<file path="config.mk">
export PLATFORM = sky130hd
export DESIGN_NAME = control_sequencer
export DESIGN_NICKNAME = d
export VERILOG_FILES = /design/src/rtl/control_sequencer.sv
export SDC_FILE = /design/constraint.sdc
export NUM_CORES = 1
export LEC_CHECK = 0
export CORE_MARGIN = 4
export CORE_UTILIZATION = 49
export CTS_CLUSTER_DIAMETER = 50
export DETAILED_ROUTE_END_ITERATION = 8
export GPL_ROUTABILITY_DRIVEN = 0
export PLACE_DENSITY = 0.78
export SETUP_SLACK_MARGIN = 0.1
export SLEW_MARGIN = 15
export SYNTH_ARGS = -nofsm -noshare
export SYNTH_HDL_FRONTEND = slang
export SYNTH_SLANG_ARGS = --single-unit
</file>
<file path="constraint.sdc">
create_clock -name clk -period 2.1 [get_ports clk]
set_clock_uncertainty 0.1 [all_clocks]
set_input_delay 0.42 -clock clk [delete_from_list [all_inputs] [get_ports clk]]
set_output_delay 0.42 -clock clk [all_outputs]
set_load 0.1 [all_outputs]
</file>
<file path="src/rtl/control_sequencer.sv">
// control_sequencer: next-state sequencer for the microprogrammed control unit
// Ports: clk, reset_n (async active-low), hold (freeze all registers this cycle),
//        sel/inv/cond/moc/cr_target/encoded_state (next-state selection inputs),
//        state_number (registered microstore address), mem_wait (stalled on moc),
//        ret_valid (return register valid), bus_error (moc timeout pulse).
// Optional: define SEQ_MOC_TIMEOUT_EN to abort a moc wait to FETCH_STATE after
//           MOC_TIMEOUT wait cycles with a one-cycle bus_error pulse.
module control_sequencer #(
    parameter int SW          = 10,
    parameter int RESET_STATE = 0,
    parameter int FETCH_STATE = 1,
    parameter int MOC_TIMEOUT = 15
) (
    input  logic          clk,
    input  logic          reset_n,
    input  logic          hold,
    input  logic [2:0]    sel,
    input  logic          inv,
    input  logic          cond,
    input  logic          moc,
    input  logic [SW-1:0] cr_target,
    input  logic [SW-1:0] encoded_state,
    output logic [SW-1:0] state_number,
    output logic          mem_wait,
    output logic          ret_valid,
    output logic          bus_error
);
    typedef enum logic {S_RUN, S_WAIT} fsm_t;
    fsm_t          fsm, fsm_nxt;
    logic [SW-1:0] ret_reg, ret_nxt, state_nxt, inc;
    logic          rv_nxt, timeout;
    assign inc      = state_number + 1'b1;
    // sel is only meaningful in RUN; in WAIT the frozen microinstruction still presents 100
    assign mem_wait = (fsm == S_WAIT) || (sel == 3'b100 && !moc);
`ifdef SEQ_MOC_TIMEOUT_EN
    localparam int CW = ($clog2(MOC_TIMEOUT + 1) < 4) ? 4 : $clog2(MOC_TIMEOUT + 1);
    logic [CW-1:0] cnt;
    // moc on the final wait cycle takes priority over the timeout
    assign timeout = (fsm == S_WAIT) && !moc && (cnt == CW'(MOC_TIMEOUT - 1));
    always_ff @(posedge clk or negedge reset_n)
        if (!reset_n) begin
            cnt       <= '0;
            bus_error <= 1'b0;
        end else begin
            bus_error <= !hold && timeout;
            if (!hold)
                cnt <= (fsm == S_WAIT && !moc && !timeout) ? cnt + 1'b1 : '0;
        end
`else
    assign timeout   = 1'b0;
    assign bus_error = 1'b0;
`endif
    always_comb begin
        state_nxt = state_number;
        ret_nxt   = ret_reg;
        rv_nxt    = ret_valid;
        fsm_nxt   = fsm;
        if (fsm == S_WAIT) begin
            state_nxt = moc ? inc : timeout ? SW'(FETCH_STATE) : state_number;
            fsm_nxt   = (moc || timeout) ? S_RUN : S_WAIT;
        end else begin
            case (sel)
                3'b000: state_nxt = encoded_state;
                3'b001: state_nxt = SW'(FETCH_STATE);
                3'b010: state_nxt = (cond ^ inv) ? cr_target : inc;
                3'b011: state_nxt = inc;
                3'b100: begin
                    state_nxt = moc ? inc : state_number;
                    fsm_nxt   = moc ? S_RUN : S_WAIT;
                end
                3'b101: state_nxt = cr_target;
                3'b110: begin
                    state_nxt = cr_target;
                    ret_nxt   = inc;
                    rv_nxt    = 1'b1;
                end
                default: begin
                    state_nxt = ret_valid ? ret_reg : SW'(FETCH_STATE);
                    rv_nxt    = 1'b0;
                end
            endcase
        end
    end
    always_ff @(posedge clk or negedge reset_n)
        if (!reset_n) begin
            state_number <= SW'(RESET_STATE);
            ret_reg      <= '0;
            ret_valid    <= 1'b0;
            fsm          <= S_RUN;
        end else if (!hold) begin
            state_number <= state_nxt;
            ret_reg      <= ret_nxt;
            ret_valid    <= rv_nxt;
            fsm          <= fsm_nxt;
        end
endmodule

</file>
### Yosys cells after proc, flatten, opt, wreduce, memory -nomap -nowiden

Cells that the tools add are included.

| cells by class | value |
|---|---|
| eq/ne operators | 6 |
| reductions and logical operators | 8 |
| add/sub/neg operators | 1 |
| bitwise gates (word level) | 4 |
| multiplexer cells | 9 |

Operators with widths:

| operator | number |
|---|---|
| one-hot mux 10 bit (6 select lines) | 1 |
| two-way mux 10 bit | 4 |
| adder 10 x 1 -> 10 bit, second input constant | 1 |
| == test 3 bit, second input constant | 3 |
| == test 3 x 2 -> 1 bit, second input constant | 2 |
| AND reduction 3 bit | 2 |
| OR reduction 6 bit | 1 |
| == test 3 x 1 -> 1 bit, second input constant | 1 |
| zero test 3 bit | 1 |
| two-way mux 1 bit | 3 |
| NOT 1 bit | 3 |
| one-hot mux 1 bit (2 select lines) | 1 |
| OR reduction 2 bit | 1 |
| logical AND 1 bit | 1 |
| zero test 1 bit | 1 |
| logical OR 1 bit | 1 |
| bitwise XOR 1 bit | 1 |

| storage, ports and cells | value |
|---|---|
| word-level logic and storage cells | 32 |
| output and inout bits | 13 |
| register bits | 22 |
| input bits | 29 |

### Depth between registers and ports, before layout

| depth | value |
|---|---|
| depth in word-level cells | 4 |
| depth in mapped cells | 7 |
| depth with buffers taken out | 6 |

### Worst setup path after synthesis

Ideal clock, no wire load.

| timing | value |
|---|---|
| kind | input to output |
| start | input sel[0] |
| end | output mem_wait |
| buffers on the path | 2 |
| required time | 1.580 ns |
| setup slack | -1.660 ns |
| cell stages on the path | 4 |
| arrival | 3.240 ns |
| cells stage by stage | buf_2 > buf_2 > or3_1 > o21ai_0 |

| on the way | value |
|---|---|
| word-level cells in the longest chain between the ends | 3 |

Ends and longest elaborated chain:

| item | RTL line | RTL |
|---|---|---|
| start, declared | 17 | `input logic [2:0] sel,` |
| == test 3 bit | 34 | `assign mem_wait = (fsm == S_WAIT) \|\| (sel == 3'b100 && !moc);` |
| logical AND 1 bit | 34 |  |
| logical OR 1 bit | 34 |  |
| end, declared | 24 | `output logic mem_wait,` |

Every way passes these cells.

### Worst setup path after layout

Ends and elaborated chain as after synthesis.

==> impl.org <==
** Run status
- The run finished with clean final reports.

** Worst setup path
- Max Fanout on Critical Path :: 2
- Classification of the worst setup path :: in -> out
- Arrival time at the worst endpoint :: 1430 ps
- Critical path launch point type :: primary input
- The critical path starts at sel[0].
- Endpoint kind of the worst setup timing path :: output port
- At the worst endpoint, the required time is between 1500 and 2000 ps.
- The worst register-to-register path begins at state_number[0]$_DFFE_PN0N_.

** STA
- RSZ-0062 raised after global routing :: false
- The count of final max-slew check failures is 0.
- Fin crit share :: 93.0%
- Final-report hold violation count :: 0
- Shortest period the worst path allows :: 1950 ps
- Derived from the worst setup path, the maximum achievable clock frequency is 0.512 GHz.
- Setup violations remaining at the end of the flow were counted as 0.
- Across all hold checks on the routed design, the worst slack comes to 322 ps.

** Logic synthesis
- Of all flip-flops after synthesis, the portion carrying an async set or reset was between 90% and 100%.
- Each instance of the synthesized netlist takes up on average 8.16 µm².
- Post-synthesis cell count :: between 200 and 250
- Flip-flop and latch count after synthesis :: 22
- In the post-synthesis netlist, the biggest area contributors are sky130_fd_sc_hd__dfrtp_1 33%, sky130_fd_sc_hd__a21oi_1 8.4%, sky130_fd_sc_hd__nor2_1 4.1%.
- Number of library cell types mapped by synthesis :: 48
- Cell accounting for the most synthesized area :: sky130_fd_sc_hd__dfrtp_1
- Number of synthesized flops with an enable pin :: 0
- For this run, the leading register cell type out of synthesis is sky130_fd_sc_hd__dfrtp_1.
- Synthesized net count :: 234
- During synthesis, Yosys emitted a total of 0 warnings.
- In this run the biggest area consumer among cell types represents 33.1% of the synthesized area.
- The synthesized netlist occupies a cell area of between 1500 and 2000 µm².
- Share of synthesized area occupied by flip-flops and latches :: 33.1%

** Cells and area
- Cells fill between 80% and 90% of the core in the end.
- Share of post-route cells with drive strength above 1 :: 31.1%
- Area overhead of the layout relative to synthesis :: 55.4%
- Post-route insts no fill :: 314
- Final Net Count :: 301
- Number of antenna cells inserted :: 0

** Die
- IO Pins :: 42
- After floorplanning, the core was sized to cover 3150 µm².
- Chip Width :: 66.3 µm
- Once the floorplan was initialized, standard cells occupied 52.8% of the core.
- The die covers 4400 µm².
- Number of placement rows :: 20
- The die is around 66 µm tall.

** Clock network
- In this run the number of H-tree levels came out at 1.
- In this run the clock root is driven by a sky130_fd_sc_hd__clkbuf_4.
- TritonCTS built the clock tree.
- Clock buffers created by TritonCTS :: 3
- No sink is reached through more buffers than the 2 on the longest clock path.
- Number of buffers inserted by hold repair at cts :: 0
- Clock-pin slew was measured on the worst setup and hold paths at 140 ps.
- Number of clock sinks seen by CTS :: 22
- For the worst-skew pair, the clock arrives at the later sink with an insertion delay of approximately 330 ps.

** Global route
- The number of global-route vias before repair was 1898.
- Initial antenna violation count :: 0
- Summed over all layers, the global routing overflow is 0.
- The first global-routing pass estimated just over 9 mm of wire.
- Global routing used 27.0% of the available tracks.
- Entering global routing, the biggest net connects 23 pins.

** Power
- In this run the power spent charging and discharging nets is approximately 940 µW.
- Clock network fraction of total power :: 16.2%
- Design internal power :: ~1.2 mW
- Per report_power, the combinational group accounts for 50.9% of the total.
- Dividing total power by cell area gives a power density of a little over 800 nW/µm².
- Peak supply drop :: 0.000420 V
- Fraction of power spent switching nets :: 43.9%
- Static Leakage :: 1.06 nW
- Total Power Consumption :: 2.15 mW
- Sequential cells account for 32.9% of the total power.

** Placement
- Sum of net half-perimeters after detailed placement :: 4.10 mm
- Once placement completed, the tool counted placed cells totaling 308.
- Total of buffers placed on input and output ports :: 40

** Routing
- Post-DR vias/cell :: around 6.1
- Final wirelength :: 5.50 mm
- Vias post-DR :: 1925
- The pre-antenna-repair detailed-routing pass consisted of 5 iterations.
- After detailed routing, the average wire length per cell comes to 17.5 µm.
- Routed Antenna Nets :: 0
- After detailed routing, the number of remaining DRC violations is 0.
- For this block, the initial DRC count from the detailed router was roughly 370.

** Worst hold path
- Min-Delay Path Class :: in -> async

** Run
- Total of max-cap violations :: 0
==> layout by cell type, fill, tap and decap left out, drive strengths merged, types with 7 or more instances in the layout <==
| master | netlist | layout |
|---|---|---|
| a21oi | 28 | 28 |
| buf | 11 | 51 |
| clkdlybuf4s50 | 0 | 24 |
| dfrtp | 22 | 22 |
| nand2 | 15 | 15 |
| nand3 | 7 | 7 |
| nor2 | 19 | 19 |
| o21ai | 9 | 9 |
| xnor2 | 7 | 7 |
==> worst paths after layout <==
path	endpoint	slack, ps	cells past startpoint
worst max-delay path	mem_wait	150	5
worst min-delay path	state_number[7]$_DFFE_PN0N_	320	2
worst max register to register	state_number[9]$_DFFE_PN0N_	180	6
worst min register to register	ret_reg[7]$_DFFE_PN0P_	430	1
max in group asynchronous	state_number[4]$_DFFE_PN0N_	1310	2
min in group clk	ret_reg[7]$_DFFE_PN0P_	430	1
==> power groups by stage <==
stage,sequential (mW),clock [mW],combinational (mW)
2_1_floorplan,0.969,0,0.373
3_3_place_gp,0.696,0,1.05
3_5_place_dp,0.708,0,1.07
4_1_cts,0.699,0.348,1.08
5_1_grt,0.720,0.368,1.14
6_report,0.706,0.349,1.09
==> cells by family (layout without fill, tap and decap cells) <==
| family | Yosys count | in the layout | share of synthesized area [%] |
|---|---|---|---|
| fa+ha+maj | 5 | 5 | 3.16 |
| mux | 4 | 4 | 2.55 |
| compound gates | 70 | 70 | 27.3 |
| xor+xnor | 12 | 12 | 6.31 |
| simple gates | 69 | 69 | 21.6 |
| other cells | 1 | 1 | 0.225 |
| flops | 22 | 22 | 33.1 |
| buf+inv | 21 | 87 | 5.78 |
==> critical path, stage by stage <==
cell and delay (ps):
sky130_fd_sc_hd__clkbuf_2 100, sky130_fd_sc_hd__buf_12 120, sky130_fd_sc_hd__or3_4 410, sky130_fd_sc_hd__o21ai_4 190, sky130_fd_sc_hd__buf_12 190
==> area by class of cell <==
| class | instances | area [µm²] |
|---|---|---|
| Multi-Input combinational cell | 161 | 1070 |
| Timing Repair Buffer | 77 | 811 |
| Clock inverter | 1 | 30.0 |
| Inverter | 6 | 22.5 |
| Fill cell | 190 | 564 |
| Tap cell | 44 | 55.1 |
| Clock buffer | 3 | 22.5 |
| Sequential cell | 22 | 582 |
==> repair_timing <==
action / CTS / global route
setup buffers: 2 / 0
gates resized for setup: 10 / 7
setup endpoints to repair: 5 / 7
pin swaps: 2 / 4
hold endpoints to repair: 0 / 0
==> per-layer routing <==
layer	up-vias	routed length, µm	GRT usage (%)
li1	874	-	-
met1	922	2220	34.8
met2	113	2610	43.2
met3	16	505	4.42
met4	0	164	12.4
met5	-	0	4.17
==> through the flow <==
stage	setup TNS (ps)	area [µm²]	worst slack [ps]
after floorplan	-29.0	1770	-29.0
after global placement	-1820	2520	-270
after detailed placement	-2540	2520	-331
after CTS	0	2590	77.4
after global routing	0	2590	86.5
final	0	2590	146
==> Yosys cell counts, drive strengths merged, types with 5 or more instances <==
cell / count
a21oi: 28
buf: 11
dfrtp: 22
inv: 6
nand2: 15
nand3: 7
nor2: 19
nor2b: 5
nor3: 6
o21ai: 9
xnor2: 7
xor2: 5
Power figures use the tool's default switching activity.
